**config.mk**
```make
export PLATFORM = sky130hd
export DESIGN_NAME = lcd_ctrl
export DESIGN_NICKNAME = d
export VERILOG_FILES = /design/src/rtl/lcd_ctrl.sv
export SDC_FILE = /design/constraint.sdc
export NUM_CORES = 1
export LEC_CHECK = 0
export ABC_CLOCK_PERIOD_IN_PS = 3300
export CAP_MARGIN = 5
export CORE_UTILIZATION = 51
export DETAILED_ROUTE_END_ITERATION = 10
export GPL_TIMING_DRIVEN = 0
export PLACE_DENSITY = 0.88
export SLEW_MARGIN = 25
export SYNTH_ARGS = -nofsm -noshare
export SYNTH_HDL_FRONTEND = slang
export SYNTH_SLANG_ARGS = --single-unit
```
**constraint.sdc**
```tcl
create_clock -name i_clk -period 3.3 [get_ports i_clk]
set_clock_uncertainty 0.15 [all_clocks]
set_input_delay 0.66 -clock i_clk [delete_from_list [all_inputs] [get_ports i_clk]]
set_output_delay 0.66 -clock i_clk [all_outputs]
set_load 0.05 [all_outputs]
```
**src/rtl/lcd_ctrl.sv**
```systemverilog
// HD44780-style character-LCD sequencer.
// Runs the power-up wait and fixed init command list after reset, then
// accepts one command/data byte at a time over a valid/ready handshake and
// expands it into a timed setup / EN pulse / hold / execution-wait transfer.
//
// state      | meaning
// -----------+-----------------------------------------------------------
// S_POWERUP  | power-up wait, ON=1, bus idle (held while reset asserted)
// S_SETUP    | RS/DATA driven, EN=0
// S_PULSE    | EN=1, RS/DATA unchanged
// S_HOLD     | EN=0, RS/DATA held after EN falls
// S_WAIT     | execution wait (long for clear/home commands)
// S_IDLE     | ready for a request, bus keeps last RS/DATA with EN=0
module lcd_ctrl #(
   parameter int POWERUP_CYC   = 20,
   parameter int SETUP_CYC     = 2,
   parameter int PULSE_CYC     = 4,
   parameter int HOLD_CYC      = 2,
   parameter int WAIT_CYC      = 8,
   parameter int WAIT_LONG_CYC = 32
) (
   input  logic        i_clk,
   input  logic        i_reset,
   input  logic        i_req_vld,
   input  logic        i_req_rs,
   input  logic [7:0]  i_req_data,
   output logic        o_req_rdy,
   output logic        o_busy,
   output logic        o_init_done,
   output logic [31:0] o_io_lcd
);

   localparam int MAX_A = (POWERUP_CYC > SETUP_CYC) ? POWERUP_CYC : SETUP_CYC;
   localparam int MAX_B = (PULSE_CYC > HOLD_CYC) ? PULSE_CYC : HOLD_CYC;
   localparam int MAX_C = (WAIT_CYC > WAIT_LONG_CYC) ? WAIT_CYC : WAIT_LONG_CYC;
   localparam int MAX_D = (MAX_A > MAX_B) ? MAX_A : MAX_B;
   localparam int MAX_P = (MAX_C > MAX_D) ? MAX_C : MAX_D;
   localparam int CW    = $clog2(MAX_P + 1);

   typedef enum logic [2:0] {
      S_POWERUP,
      S_SETUP,
      S_PULSE,
      S_HOLD,
      S_WAIT,
      S_IDLE
   } state_t;

   state_t          r_state;
   logic [CW-1:0]   r_cnt;
   logic [1:0]      r_init_idx;
   logic            r_init_done;
   logic            r_on;
   logic            r_rs;
   logic [7:0]      r_data;

   state_t          w_state_nxt;
   logic [CW-1:0]   w_cnt_nxt;
   logic [1:0]      w_init_idx_nxt;
   logic            w_init_done_nxt;
   logic            w_rs_nxt;
   logic [7:0]      w_data_nxt;
   logic            w_tc;
   logic            w_long;
   logic [CW-1:0]   w_wait_load;
   logic            w_en;

   function automatic logic [7:0] init_byte(input logic [1:0] idx);
      case (idx)
         2'd0:    init_byte = 8'h38;
         2'd1:    init_byte = 8'h0C;
         2'd2:    init_byte = 8'h01;
         default: init_byte = 8'h06;
      endcase
   endfunction

   // Each state lasts exactly its loaded count: leave when the counter reads 1.
   assign w_tc        = (r_cnt == CW'(1));
   // Clear (0x01) and home (0x02/0x03) commands need the long execution wait.
   assign w_long      = !r_rs && (r_data inside {8'h01, 8'h02, 8'h03});
   assign w_wait_load = w_long ? CW'(WAIT_LONG_CYC) : CW'(WAIT_CYC);

   // Next-state, counter reload and byte latching.
   always_comb begin
      w_state_nxt     = r_state;
      w_cnt_nxt       = r_cnt;
      w_init_idx_nxt  = r_init_idx;
      w_init_done_nxt = r_init_done;
      w_rs_nxt        = r_rs;
      w_data_nxt      = r_data;

      // r_on is low only in the cycle(s) right after reset, so the power-up
      // count starts with the first edge that sees reset released.
      if (r_on && (r_state != S_IDLE) && !w_tc) begin
         w_cnt_nxt = r_cnt - CW'(1);
      end

      case (r_state)
         S_POWERUP: begin
            if (r_on && w_tc) begin
               w_state_nxt    = S_SETUP;
               w_cnt_nxt      = CW'(SETUP_CYC);
               w_init_idx_nxt = 2'd0;
               w_rs_nxt       = 1'b0;
               w_data_nxt     = init_byte(2'd0);
            end
         end
         S_SETUP: begin
            if (w_tc) begin
               w_state_nxt = S_PULSE;
               w_cnt_nxt   = CW'(PULSE_CYC);
            end
         end
         S_PULSE: begin
            if (w_tc) begin
               w_state_nxt = S_HOLD;
               w_cnt_nxt   = CW'(HOLD_CYC);
            end
         end
         S_HOLD: begin
            if (w_tc) begin
               w_state_nxt = S_WAIT;
               w_cnt_nxt   = w_wait_load;
            end
         end
         S_WAIT: begin
            if (w_tc) begin
               if (r_init_done) begin
                  w_state_nxt = S_IDLE;
               end else if (r_init_idx == 2'd3) begin
                  w_state_nxt     = S_IDLE;
                  w_init_done_nxt = 1'b1;
               end else begin
                  w_state_nxt    = S_SETUP;
                  w_cnt_nxt      = CW'(SETUP_CYC);
                  w_init_idx_nxt = r_init_idx + 2'd1;
                  w_rs_nxt       = 1'b0;
                  w_data_nxt     = init_byte(r_init_idx + 2'd1);
               end
            end
         end
         S_IDLE: begin
            if (i_req_vld) begin
               w_state_nxt = S_SETUP;
               w_cnt_nxt   = CW'(SETUP_CYC);
               w_rs_nxt    = i_req_rs;
               w_data_nxt  = i_req_data;
            end
         end
         default: begin
            w_state_nxt = S_POWERUP;
            w_cnt_nxt   = CW'(POWERUP_CYC);
         end
      endcase
   end

   // State, counter and bus registers with synchronous active-low reset.
   always_ff @(posedge i_clk) begin
      if (!i_reset) begin
         r_state     <= S_POWERUP;
         r_cnt       <= CW'(POWERUP_CYC);
         r_init_idx  <= 2'd0;
         r_init_done <= 1'b0;
         r_on        <= 1'b0;
         r_rs        <= 1'b0;
         r_data      <= 8'h00;
      end else begin
         r_state     <= w_state_nxt;
         r_cnt       <= w_cnt_nxt;
         r_init_idx  <= w_init_idx_nxt;
         r_init_done <= w_init_done_nxt;
         r_on        <= 1'b1;
         r_rs        <= w_rs_nxt;
         r_data      <= w_data_nxt;
      end
   end

   assign w_en        = (r_state == S_PULSE);
   assign o_req_rdy   = (r_state == S_IDLE);
   assign o_busy      = (r_state != S_IDLE);
   assign o_init_done = r_init_done;
   assign o_io_lcd    = {r_on, 20'd0, r_rs, 1'b0, w_en, r_data};

endmodule

```
# Yosys cells after proc, flatten, opt, wreduce, memory -nomap -nowiden

Cells that the tools add are included.

Register bits after elaboration: 22
Output and inout bits: 35
Logic and storage cells: 86

Equal/unequal tests: 21
$add $sub $neg: 2
Reduce and logical (&&, ||, !) cells: 15
Mux-type cells: 41

Operator list:

| operator                                          | count |
|---|---|
| 2-to-1 mux 6 bit                                  | 10 |
| 2-to-1 mux 8 bit                                  | 5 |
| case mux 6 bit (6 select lines)                   | 1 |
| 2-to-1 mux 3 bit                                  | 8 |
| case mux 8 bit (3 select lines)                   | 1 |
| case mux 3 bit (6 select lines)                   | 1 |
| case mux 6 bit (3 select lines)                   | 1 |
| == test 8 x 2 -> 1 bit (second input constant)    | 2 |
| inequality test 2 bit (second input constant)     | 8 |
| AND reduction 6 bit                               | 2 |
| == test 8 x 1 -> 1 bit (second input constant)    | 1 |
| 2-to-1 mux 1 bit                                  | 8 |
| 2-to-1 mux 2 bit                                  | 4 |
| == test 3 x 2 -> 1 bit (second input constant)    | 2 |
| == test 3 bit (second input constant)             | 2 |
| == test 6 x 1 -> 1 bit (second input constant)    | 1 |
| nonzero test 3 bit                                | 2 |
| subtractor 6 x 1 -> 6 bit (second input constant) | 1 |
| AND reduction 5 bit                               | 1 |
| == test 2 bit (second input constant)             | 2 |
| logical AND 1 bit                                 | 4 |
| case mux 2 bit (2 select lines)                   | 1 |
| == test 3 x 1 -> 1 bit (second input constant)    | 1 |
| logical NOT 3 bit                                 | 1 |
| other kinds (8)                                   | 9 |

# Depth between registers and ports, before layout

Gate-level depths: netlist of the first run.

Word-level depth: 8
Gate-level depth with buffers: 9
Depth with buffers taken out: 7

# Worst setup path before layout of the first run

No wires, ideal clock.

Kind: register -> register
From: register r_state[2]
To: register r_cnt[4]
Stages on the path, launching flop included: 10
Data arrival time: 2.620 ns
Buffers on the path: 2
Setup slack: 0.416 ns
Period minus slack after synthesis: 2.884 ns
Data required time: 3.036 ns
Cell sequence: dfxtp_1 buf_2 nand2b_1 buf_2 nor2_1 inv_1 and2_1 nand4_1 xnor2_1 a21o_1

Elaborated cells on any way between the ends: 19

RTL lines:

| what                            | RTL line | source |
|---|---|---|
| from (decl)                     | 49       | `state_t r_state;` |
| from (signal assigned)          | 168      | `r_state <= w_state_nxt;` |
| == test 3 bit                   | n/a      |  |
| named net o_req_rdy             | 27       | `output logic o_req_rdy,` |
| case mux 6 bit (6 select lines) | 98       | `case (r_state)` |
| to (signal assigned)            | 161      | `r_cnt <= CW'(POWERUP_CYC);` |
| to (signal assigned)            | 169      | `r_cnt <= w_cnt_nxt;` |
| to (decl)                       | 50       | `logic [CW-1:0] r_cnt;` |

The timed path passes the listed nets, and every way through them passes these cells.
A chain may end at the register's enable or synchronous reset.

# Worst setup path in the final report of the first run

From: register r_state[0]
To: output o_io_lcd[8]

Word-level cells in the longest chain between the ends: 1

Ends and longest elaborated chain:

| what                   | RTL line | source |
|---|---|---|
| == test 3 x 2 -> 1 bit | 178      | `assign w_en = (r_state == S_PULSE);` |
| to (decl)              | 30       | `output logic [31:0] o_io_lcd` |

Every way passes these cells.

==> results of run 1 <==
flip-flops by register name, indices dropped and copies added, names as in the netlist:
signal,flops
r_rs,1
r_data,8
r_state,3
o_init_done,1
r_on,1
r_cnt,6
r_init_idx,2
cell families (layout without fill, tap and decap cells):
| family | Yosys count | in the layout | share of synthesized area [%] |
|---|---|---|---|
| DFF | 22 | 22 | 28.07 |
| and+or+nand+nor | 68 | 68 | 22.81 |
| buffers and inverters | 43 | 72 | 16.75 |
| xor gates and xnor gates | 5 | 5 | 2.791 |
| AOI/OAI and AO/OA | 40 | 40 | 19.46 |
| other | 1 | 21 | 0.2390 |
| muxes | 8 | 8 | 5.104 |
| adders and majority gates | 6 | 6 | 4.785 |
metrics by stage:
| step | hold slack, ns | utilization [%] | setup slack (ns) | power, uW | area (um2) |
|---|---|---|---|---|---|
| 3_3_place_gp | 0.3240 | 68.33 | 0.4221 | 421.0 | 1933 |
| 5_1_grt | 0.3799 | 69.75 | 0.02060 | 600.8 | 1973 |
| 2_1_floorplan | 0.3080 | - | 0.4161 | 396.6 | 1644 |
| 4_1_cts | 0.3635 | 69.62 | 0.04205 | 572.7 | 1969 |
| 6_report | 0.3556 | 69.75 | 0.1422 | 573.3 | 1973 |
| 3_5_place_dp | 0.3437 | 68.33 | 0.4242 | 422.2 | 1933 |
how the worst min path moves through the flow:
stage | end | startpoint | depth (start not counted) | slack [ns]
4_1_cts | r_data[6] | r_data[6] | 2 | 0.36
3_5_place_dp | r_data[6] | r_data[6] | 2 | 0.34
2_1_floorplan | r_rs | r_rs | 2 | 0.31
5_1_grt | r_data[2] | r_data[2] | 2 | 0.38
6_report | r_data[6] | r_data[6] | 2 | 0.36
3_3_place_gp | r_rs | r_rs | 2 | 0.32
worst reg2reg max path, cell delays in order (launching register included):
cell and delay, ns:
dfxtp_1 0.41, nor4_4 0.38, nand2_2 0.16, a2111oi_4 0.62
buf_6 0.22, nand3_1 0.10, o211a_1 0.14
area by class of cell:
class | count | area (um2)
Multi-Input combinational cell | 148 | 943.4
Fill cell | 236 | 855.8
Sequential cell | 22 | 440.4
Timing Repair Buffer | 25 | 250.2
Buffer | 35 | 234.0
Tap cell | 31 | 38.79
Clock buffer | 4 | 36.28
Inverter | 8 | 30.03
routing by layer:
layer / global-route usage, % / vias up / wire (um) / part of all wire (%)
li1: - / 725 / - / -
met1: 31.62 / 658 / 1541 / 41
met2: 38.87 / 89 / 1775 / 47
met3: 5.669 / 14 / 362 / 9.6
met4: 9.059 / 0 / 82 / 2.2
met5: 0 / - / 0 / 0
synth_stat cells, drive strengths merged (4+ instances only):
master	count
mux2i	8
nor4	4
and2	4
a21boi	4
xnor2	4
dfxtp	22
nand3	9
buf	30
inv	8
ha	6
nor2	14
nor2b	6
clkbuf	5
a21oi	6
o21ai	6
nor3	6
nand2	14
nand2b	6
power by group through the flow:
stage	logic, uW	registers, uW	clock network (uW)
after floorplan	112	285	0
after global placement	134	287	0
after detailed placement	135	287	0
after CTS	137	281	155
after global routing	148	282	171
final	139	282	153
timing repair:
item                       CTS  global route
setup endpoints to repair    0             2
hold buffers                 0             0
hold endpoints to repair     0             0
gates resized for setup      0             3
buffers inserted             0             0
==> key figures, run 1 <==
Synthesis
  • Top_reg_cell synth: dfxtp_1
  • Synth Warn #: 0
  • Asr flop ratio synth: 0%
  • #FFs+latches synth: 22
  • Top cells by area, synth: dfxtp_1 (28%), buf_4 (11%), mux2i_1 (5.1%)
  • Netlist cell types: 47
  • Cell Area, Synth: 1569 um2
  • Seq/Total Area, Yosys: roughly 28%
  • Cells after Synth: between 150 and 200
  • Synth top area share: ~28%
  • Number of synthesized flops with an enable pin: 0
  • Avg Cell Area, Syn: ~8 um2
  • Leading area contributor after synthesis: dfxtp_1

GRT
  • Largest net degree at the start of global routing: 13
  • All-Layer GR Usage: between 20% and 30%
  • First-pass GRT wire length: roughly 6.3 mm
  • Grt ovf: 0
  • Vias in the first global route: roughly 1.4k
  • Initial antenna violation count: 0

Status
  • Failing checks: design-rule violations
  • Status: finished with violations

Timing
  • Final Hold Vio Count: 0
  • Count of final max-slew check failures: 0
  • Fmax: about 320 MHz
  • Post-route setup TNS: 0 ns
  • Slew @ Worst Pin: 0.5720 ns
  • Tmin final: 3.158 ns
  • Period utilisation layout: roughly 96%
  • Worst rel slew slack: 61.64%
  • Final setup fails: 0
  • RSZ-0062 raised after global routing: false

Pwr
  • Seq pwr share: roughly half
  • Comb pwr share: 24.2%
  • Pwr Density: 290.5 nW/um2
  • Largest vdd supply drop: 0.1960 mV
  • Switching power: between 150 and 200 uW
  • Leak: about 0.00082 uW
  • Cell Int Power: just under 400 uW
  • Sw frac: 31.96%
  • Clk pwr share: between 20% and 30%

Detailed routing
  • First DRT Iteration DRCs: 72
  • Antenna-violating nets left: 0
  • Vias: approximately 1.5k
  • Iteration count of the initial detailed-routing pass: 8
  • DRT Wirelength: approximately 3.8 mm
  • Avg WL per Cell: approximately 14 um
  • Via density: 5.443
  • Drt drc: 4

Setup path
  • Crit path buffers/inverters: 4
  • R2R Path End: r_data[3]
  • CP arrival: ~2.4 ns
  • Worst-path fanout max: 10
  • Reg-to-reg slack, setup: between 1 and 1.5 ns
  • Max incr delay on CP: around 0.69 ns
  • CP cell instances: buf_1 > clkbuf_2 > nor2_1 > buf_4 > clkdlybuf4s50_1
  • Setup crit start: r_state[0]
  • FF-to-FF Start: r_cnt[3]
  • Worst reg-to-reg path cell count: 6
  • Critical Path End Type: primary output
  • WP depth: 5
  • Setup crit end: o_io_lcd[8]
  • Path type of the worst setup path: reg -> out
  • CP startpoint kind: flip-flop
  • Largest delay share family, worst path: buffers and inverters
  • Slowest-stage cell, CP: clkdlybuf4s50_1
  • CP required: 2.49 ns

Floorplanning
  • DIE WIDTH: 57.47 um
  • Initial Util: 55.46%
  • Rows: 19
  • Placeable core area: 2829 um2
  • Die ar.: 3302 um2
  • Top Ports: 47
  • Die height: approximately 57 um

Placed design
  • RD Place Congestion: 0.8815
  • # port buffers: 25
  • Dpl hpwl: between 2 and 3 mm
  • DP Cell Count: 269

Job
  • Max cap viols: 0

Clock network
  • TritonCTS clock tree: done
  • Clock transition at the registers of the reported paths: between 0.1 and 0.15 ns
  • Inserted Clock Buffers: 3
  • Clock root cell: clkbuf_4
  • Clock buffer depth: 2
  • Clock Latency Late Sink: between 0.3 and 0.4 ns
  • H-tree depth: 1
  • Total clock sinks: 22

Final layout
  • Commonest non-fill, non-tap cell in the layout: clkdlybuf4s50_1
  • Antenna diodes: 0
  • Share of cells above drive strength 1: 15.29%
  • Most frequent cells in the layout: clkdlybuf4s50_1 (25), buf_4 (24), dfxtp_1 (22)
  • Syn-to-layout area delta: 25.76%
  • Final cell count without fillers: 273
  • Final #Nets: about 260

Worst hold path
  • Hold Crit Class: reg -> reg
Power figures use the tool's default switching activity.
==> run 2, diff against run 1 <==
- GPL_TIMING_DRIVEN: 0 -> unset
==> run 2 against run 1 <==
The flow still finishes with violations (design-rule violations). Wire length decreased by 13%. Critical path depth decreased by 1. Sequential cell count unchanged. Register-to-register slack improved by 0.04 ns. Critical path type unchanged. Worst setup slack improved by 0.011 ns. Clock-buffer cell count decreased by 1. Cell count decreased by 11%.
==> key figures, run 2 (synthesized netlist as in run 1, its figures left out) <==
Clock network
  • Hold buffer count at cts: 0 (unchanged)
  • Clock root cell: clkbuf_4 (unchanged)
  • H-tree depth: 1 (unchanged)
  • Post-CTS setup buffers: 0 (unchanged)
  • Total clock sinks: 22 (unchanged)
  • Inserted Clock Buffers: 3 (unchanged)
  • TritonCTS clock tree: done (unchanged)
  • Clock transition at the registers of the reported paths: 0.13 ns (about the same)
  • Post-CTS sizing: 0 (unchanged)
  • Clock buffer depth: 2 (unchanged)
  • Clock Latency Late Sink: 0.32 ns (was 0.31 ns)

Setup path
  • Worst-path fanout max: 13 (was 10)
  • Largest delay share family, worst path: buffers and inverters (unchanged)
  • Slowest-stage cell, CP: clkdlybuf4s50_1 (unchanged)
  • Crit path buffers/inverters: 2 (was 4)
  • CP arrival: 2.34 ns (was 2.35 ns)
  • CP required: 2.49 ns (about the same)
  • Max incr delay on CP: 0.81 ns (was 0.69 ns)
  • Critical Path End Type: primary output (unchanged)
  • Path type of the worst setup path: reg -> out (unchanged)
  • Reg-to-reg slack, setup: 1.06 ns (was 1.02 ns)
  • CP cell instances: nand2b_1 > nor2_1 > inv_1 > clkdlybuf4s50_1 (was buf_1 > clkbuf_2 > nor2_1 > buf_4 > clkdlybuf4s50_1)
  • CP startpoint kind: flip-flop (unchanged)

Final layout
  • Largest regs: r_data (8), r_cnt (6), r_state (3) (unchanged)
  • Share of cells above drive strength 1: 6.573% (was 15.29%)
  • Final #Nets: 232 (was 261)
  • Most frequent cells in the layout: clkdlybuf4s50_1 (24), dfxtp_1 (22), conb_1 (21) (was clkdlybuf4s50_1 (25), buf_4 (24), dfxtp_1 (22))
  • Util after Layout: 63.47% (was 69.75%)
  • Top reg by flops: r_data (unchanged)
  • Finished Cell Area: 1795 um2 (was 1973 um2)
  • Antenna diodes: 0 (unchanged)
  • Max FFs per register: 8 (unchanged)
  • Syn-to-layout area delta: 14.43% (was 25.76%)
  • Fillers: 262 (was 236)
  • Commonest non-fill, non-tap cell in the layout: clkdlybuf4s50_1 (unchanged)

Detailed routing
  • Via density: 5.643 (was 5.443)
  • DRT Wirelength: 3.268 mm (was 3.762 mm)
  • Vias: 1377 (was 1486)
  • Avg WL per Cell: 13.39 um (was 13.78 um)
  • First DRT Iteration DRCs: 72 (unchanged)
  • Antenna-violating nets left: 0 (unchanged)
  • Drt drc: 4 (unchanged)
  • Iteration count of the initial detailed-routing pass: 7 (was 8)

Timing
  • Final setup fails: 0 (unchanged)
  • Final Hold Vio Count: 0 (unchanged)
  • RSZ-0062 raised after global routing: false (unchanged)
  • Slew @ Worst Pin: 0.5214 ns (was 0.5720 ns)
  • Post-route setup TNS: 0 ns (unchanged)
  • Tmin final: 3.146 ns (was 3.158 ns)
  • Fmax: 317.8 MHz (was 316.7 MHz)
  • Count of final max-slew check failures: 0 (unchanged)
  • Worst rel slew slack: 64.92% (was 61.64%)
  • Period utilisation layout: 95.35% (was 95.69%)

Floorplanning
  • Placeable core area: 2829 um2 (unchanged)
  • DIE WIDTH: 57.47 um (unchanged)
  • Initial Util: 55.46% (unchanged)
  • Top Ports: 47 (unchanged)
  • Die height: 57.47 um (unchanged)
  • Die ar.: 3302 um2 (unchanged)
  • Rows: 19 (unchanged)

GRT
  • Grt ovf: 0 (unchanged)
  • Largest net degree at the start of global routing: 22 (was 13)
  • First-pass GRT wire length: 5.630 mm (was 6.334 mm)
  • Initial antenna violation count: 0 (unchanged)
  • All-Layer GR Usage: 21.43% (was 24.25%)
  • Vias in the first global route: 1211 (was 1390)

Job
  • Max cap viols: 0 (unchanged)

Placed design
  • Cell area after placement: 1743 um2 (was 1933 um2)
  • RD Place Congestion: 0.8338 (was 0.8815)
  • Dpl hpwl: 2.304 mm (was 2.706 mm)
  • # port buffers: 25 (unchanged)

Status
  • Failing checks: design-rule violations (unchanged)
  • Status: finished with violations (unchanged)

Pwr
  • Pwr Density: 339.4 nW/um2 (was 290.5 nW/um2)
  • Leak: 0.0006982 uW (was 0.0008194 uW)
  • Largest vdd supply drop: 0.2842 mV (was 0.1960 mV)

Worst hold path
  • Hold Crit Class: reg -> reg (unchanged)
==> run 2: stage by stage <==
stage               std cells  setup WS, ns  hold slack [ns]  power [uW]
global placement          240        0.5968           0.3243       401.7
finish                    244        0.1535           0.3598       609.4
detailed placement        240        0.5612           0.3400       402.3
CTS                       244        0.1888           0.3603       610.2
floorplan                 213        0.4161           0.3080       396.6
global route              244       0.02802           0.3929       633.7
==> run 2: cell type report <==
cell class | count | area, um2 | area share, %
sequential | 22 | 440.4 | 24.53
multi-input combinational | 148 | 940.9 | 52.40
tap | 31 | 38.79 | 2.160
clock inverter | 1 | 30.03 | 1.672
clock buffer | 3 | 22.52 | 1.254
inverter | 8 | 30.03 | 1.672
timing repair buffer | 31 | 292.8 | 16.31
==> run 2: per-layer routing <==
metal / vias up / share of wire [%] / routed length [um] / GRT usage, %
li1: 668 / - / - / -
met1: 632 / 46 / 1498 / 31.18
met2: 75 / 44 / 1453 / 32.39
met3: 2 / 9.3 / 304 / 5.896
met4: 0 / 0.34 / 11 / 2.787
met5: - / 0 / 0 / 0
==> run 2: path summary, 6_finish.rpt <==
kind,depth (start not counted),end,startpoint
min reg2reg,2,r_rs,r_rs
max,4,o_busy,r_state[1]
max reg2reg,6,r_data[0],r_state[1]
min,2,r_rs,r_rs
==> run 2: worst reg2reg max path, cell delays in order, from the launching register on <==
cell and delay, ns:
dfxtp_1 0.63, nand2b_1 0.37, a211oi_1 0.15, a2111oi_4 0.33, buf_4 0.26, mux2i_1 0.20
nor2b_1 0.05
==> run 2: power breakdown <==
group / switching [uW] / internal, uW
clock network: 88.8 / 123
registers: 8.60 / 272
logic: 83.4 / 34.1
==> run 3, diff against run 2 <==
- ABC_CLOCK_PERIOD_IN_PS: 3300 -> 3150
- CORE_UTILIZATION: 51 -> 47
- PLACE_DENSITY: 0.88 -> 0.82
- clock period: 3.3 -> 3.15 ns (I/O delays scaled with it)
==> run 3 against run 2 <==
Worst setup slack better by 0.14 ns. Clock-buffer cell count is 1 higher. Sequential power is 5% higher. Highest routed layer unchanged. Critical endpoint is now o_io_lcd[8]. Sequential share of layout area is 0.24 points lower. Die area is 8.2% higher. The run now ends clean. Wire length is 5.2% higher. Combinational power is 6% higher. Global-route usage is 0.58 points lower.
==> key figures, run 3 (synthesized netlist as in run 1, its figures left out) <==
Final layout
  • Fillers: 289 (was 262)
  • Antenna diodes: 0 (unchanged)
  • Commonest non-fill, non-tap cell in the layout: clkdlybuf4s50_1 (unchanged)
  • Largest regs: r_data (8), r_cnt (6), r_state (3) (unchanged)
  • Share of cells above drive strength 1: 7.477% (was 6.573%)
  • Top reg by flops: r_data (unchanged)
  • Finished Cell Area: 1813 um2 (was 1795 um2)
  • Final #Nets: 233 (was 232)
  • Syn-to-layout area delta: 15.55% (was 14.43%)
  • Most frequent cells in the layout: clkdlybuf4s50_1 (23), dfxtp_1 (22), conb_1 (21) (was clkdlybuf4s50_1 (24), dfxtp_1 (22), conb_1 (21))
  • Max FFs per register: 8 (unchanged)

GRT
  • All-Layer GR Usage: 20.84% (was 21.43%)
  • Vias in the first global route: 1161 (was 1211)
  • Initial antenna violation count: 0 (unchanged)
  • Grt ovf: 0 (unchanged)
  • Largest net degree at the start of global routing: 23 (was 22)
  • First-pass GRT wire length: 5.464 mm (was 5.630 mm)

Timing
  • Period utilisation layout: between 90% and 100%
  • Worst rel slew slack: 50.77% (was 64.92%)
  • Fmax: roughly 350 MHz
  • Final worst slack: 0.2928 ns (was 0.1535 ns)
  • Slew @ Worst Pin: 0.7375 ns (was 0.5214 ns)
  • Hold Slack: 0.3575 ns (was 0.3598 ns)
  • Final setup fails: 0 (unchanged)
  • Tmin final: between 2 and 3 ns
  • Final Hold Vio Count: 0 (unchanged)
  • Count of final max-slew check failures: 0 (unchanged)
  • RSZ-0062 raised after global routing: false (unchanged)
  • Post-route setup TNS: 0 ns (unchanged)

Setup path
  • CP startpoint kind: flip-flop (unchanged)
  • Critical Path End Type: primary output (unchanged)
  • Path type of the worst setup path: reg -> out (unchanged)
  • CP arrival: 2.08 ns (was 2.34 ns)
  • CP required: 2.37 ns (was 2.49 ns)
  • Worst-path fanout max: 13 (unchanged)

Pwr
  • Seq pwr share: 50.8% (was 46.0%)
  • PnR Total Power: 579.1 uW (was 609.4 uW)
  • Cell Int Power: 391.7 uW (was 428.6 uW)
  • Pwr Density: 319.4 nW/um2 (was 339.4 nW/um2)
  • Clk pwr share: 27.8% (was 34.7%)
  • Switching power: 187.4 uW (was 180.8 uW)
  • Leak: 0.0006971 uW (was 0.0006982 uW)
  • Largest vdd supply drop: 0.2434 mV (was 0.2842 mV)
  • Comb pwr share: 21.3% (was 19.3%)
  • Sw frac: 32.36% (was 29.66%)

Clock network
  • H-tree depth: 1 (unchanged)
  • Inserted Clock Buffers: 3 (unchanged)
  • Clock buffer depth: 2 (unchanged)
  • Total clock sinks: 22 (unchanged)
  • Clock Latency Late Sink: 0.32 ns (about the same)
  • Post-CTS sizing: 0 (unchanged)
  • TritonCTS clock tree: done (unchanged)
  • Clock transition at the registers of the reported paths: 0.12 ns (was 0.13 ns)
  • Post-CTS setup buffers: 0 (unchanged)
  • Hold buffer count at cts: 0 (unchanged)
  • Clock root cell: clkbuf_4 (unchanged)

Detailed routing
  • Via density: 5.318 (was 5.643)
  • Iteration count of the initial detailed-routing pass: 4 (was 7)
  • Vias: 1372 (was 1377)
  • DRT Wirelength: 3.439 mm (was 3.268 mm)
  • Drt drc: 0 (was 4)
  • First DRT Iteration DRCs: 77 (was 72)
  • Antenna-violating nets left: 0 (unchanged)
  • Avg WL per Cell: 13.33 um (was 13.39 um)

Placed design
  • RD Place Congestion: 0.8393 (was 0.8338)
  • Cell area after placement: 1777 um2 (was 1743 um2)
  • Post-Place Worst Slack: 0.4865 ns (was 0.5612 ns)
  • # port buffers: 25 (unchanged)
  • Dpl hpwl: 2.481 mm (was 2.304 mm)

Floorplanning
  • Initial Util: 50.56% (was 55.46%)
  • Die ar.: 3574 um2 (was 3302 um2)
  • Die height: 59.78 um (was 57.47 um)
  • Placeable core area: 3103 um2 (was 2829 um2)
  • DIE WIDTH: 59.78 um (was 57.47 um)
  • Top Ports: 47 (unchanged)
  • Rows: 20 (was 19)

Status
  • Status: completed (was finished with violations)

Job
  • Max cap viols: 0 (unchanged)

Worst hold path
  • Hold Crit Class: reg -> reg (unchanged)
run 3: cell count changes in the layout (fill, tap and decap cells not counted):
| cell | before | now |
|---|---|---|
| buf_12 | 0 | 1 |
| buf_4 | 7 | 8 |
| bufinv_16 | 1 | 0 |
| clkbuf_8 | 0 | 1 |
| clkdlybuf4s50_1 | 24 | 23 |
run 3: per-stage QoR:
| stage | util [%] | cells |
|---|---|---|
| 2_1_floorplan | - | 213 |
| 3_3_place_gp | 57.26 | 254 |
| 3_5_place_dp | 57.26 | 254 |
| 4_1_cts | 58.43 | 258 |
| 5_1_grt | 58.43 | 258 |
| 6_report | 58.43 | 258 |
run 3: path summary, 6_finish.rpt:
path	start	depth (start not counted)	end	slack, ns
setup / recovery	r_state[1]	3	o_io_lcd[8]	0.29
hold / removal	r_data[7]	2	r_data[7]	0.36
hold reg to reg	r_data[7]	2	r_data[7]	0.36
setup reg to reg	r_state[0]	5	r_data[0]	0.65
run 3: power by group through the flow:
stage               logic (uW)  clock network, uW  registers, uW
finish                     124                161            294
global route               133                183            295
CTS                        123                169            294
detailed placement         122                  0            300
global placement           122                  0            300
floorplan                  117                  0            299
run 3: metal layers:
layer | up-vias | GRT usage (%) | wire [um]
met3 | 2 | 4.545 | 237
met4 | 0 | 9.302 | 30
met5 | - | 0 | 0
met1 | 638 | 28.44 | 1619
met2 | 59 | 31.27 | 1552
li1 | 673 | - | -
run 3: final cells by class:
type	instances	area [um2]	area share, %
Clock buffer	4	36.28	2.001
Inverter	8	30.03	1.656
Multi-Input combinational cell	148	940.9	51.90
Sequential cell	22	440.4	24.29
Tap cell	44	55.05	3.037
Timing Repair Buffer	32	310.3	17.12
run 3: worst max-delay path, cell delays in order, from the launching register on:
cell,delay [ns]
dfxtp_1,0.63
nand2b_1,0.20
nor2_1,0.12
clkdlybuf4s50_1,0.81
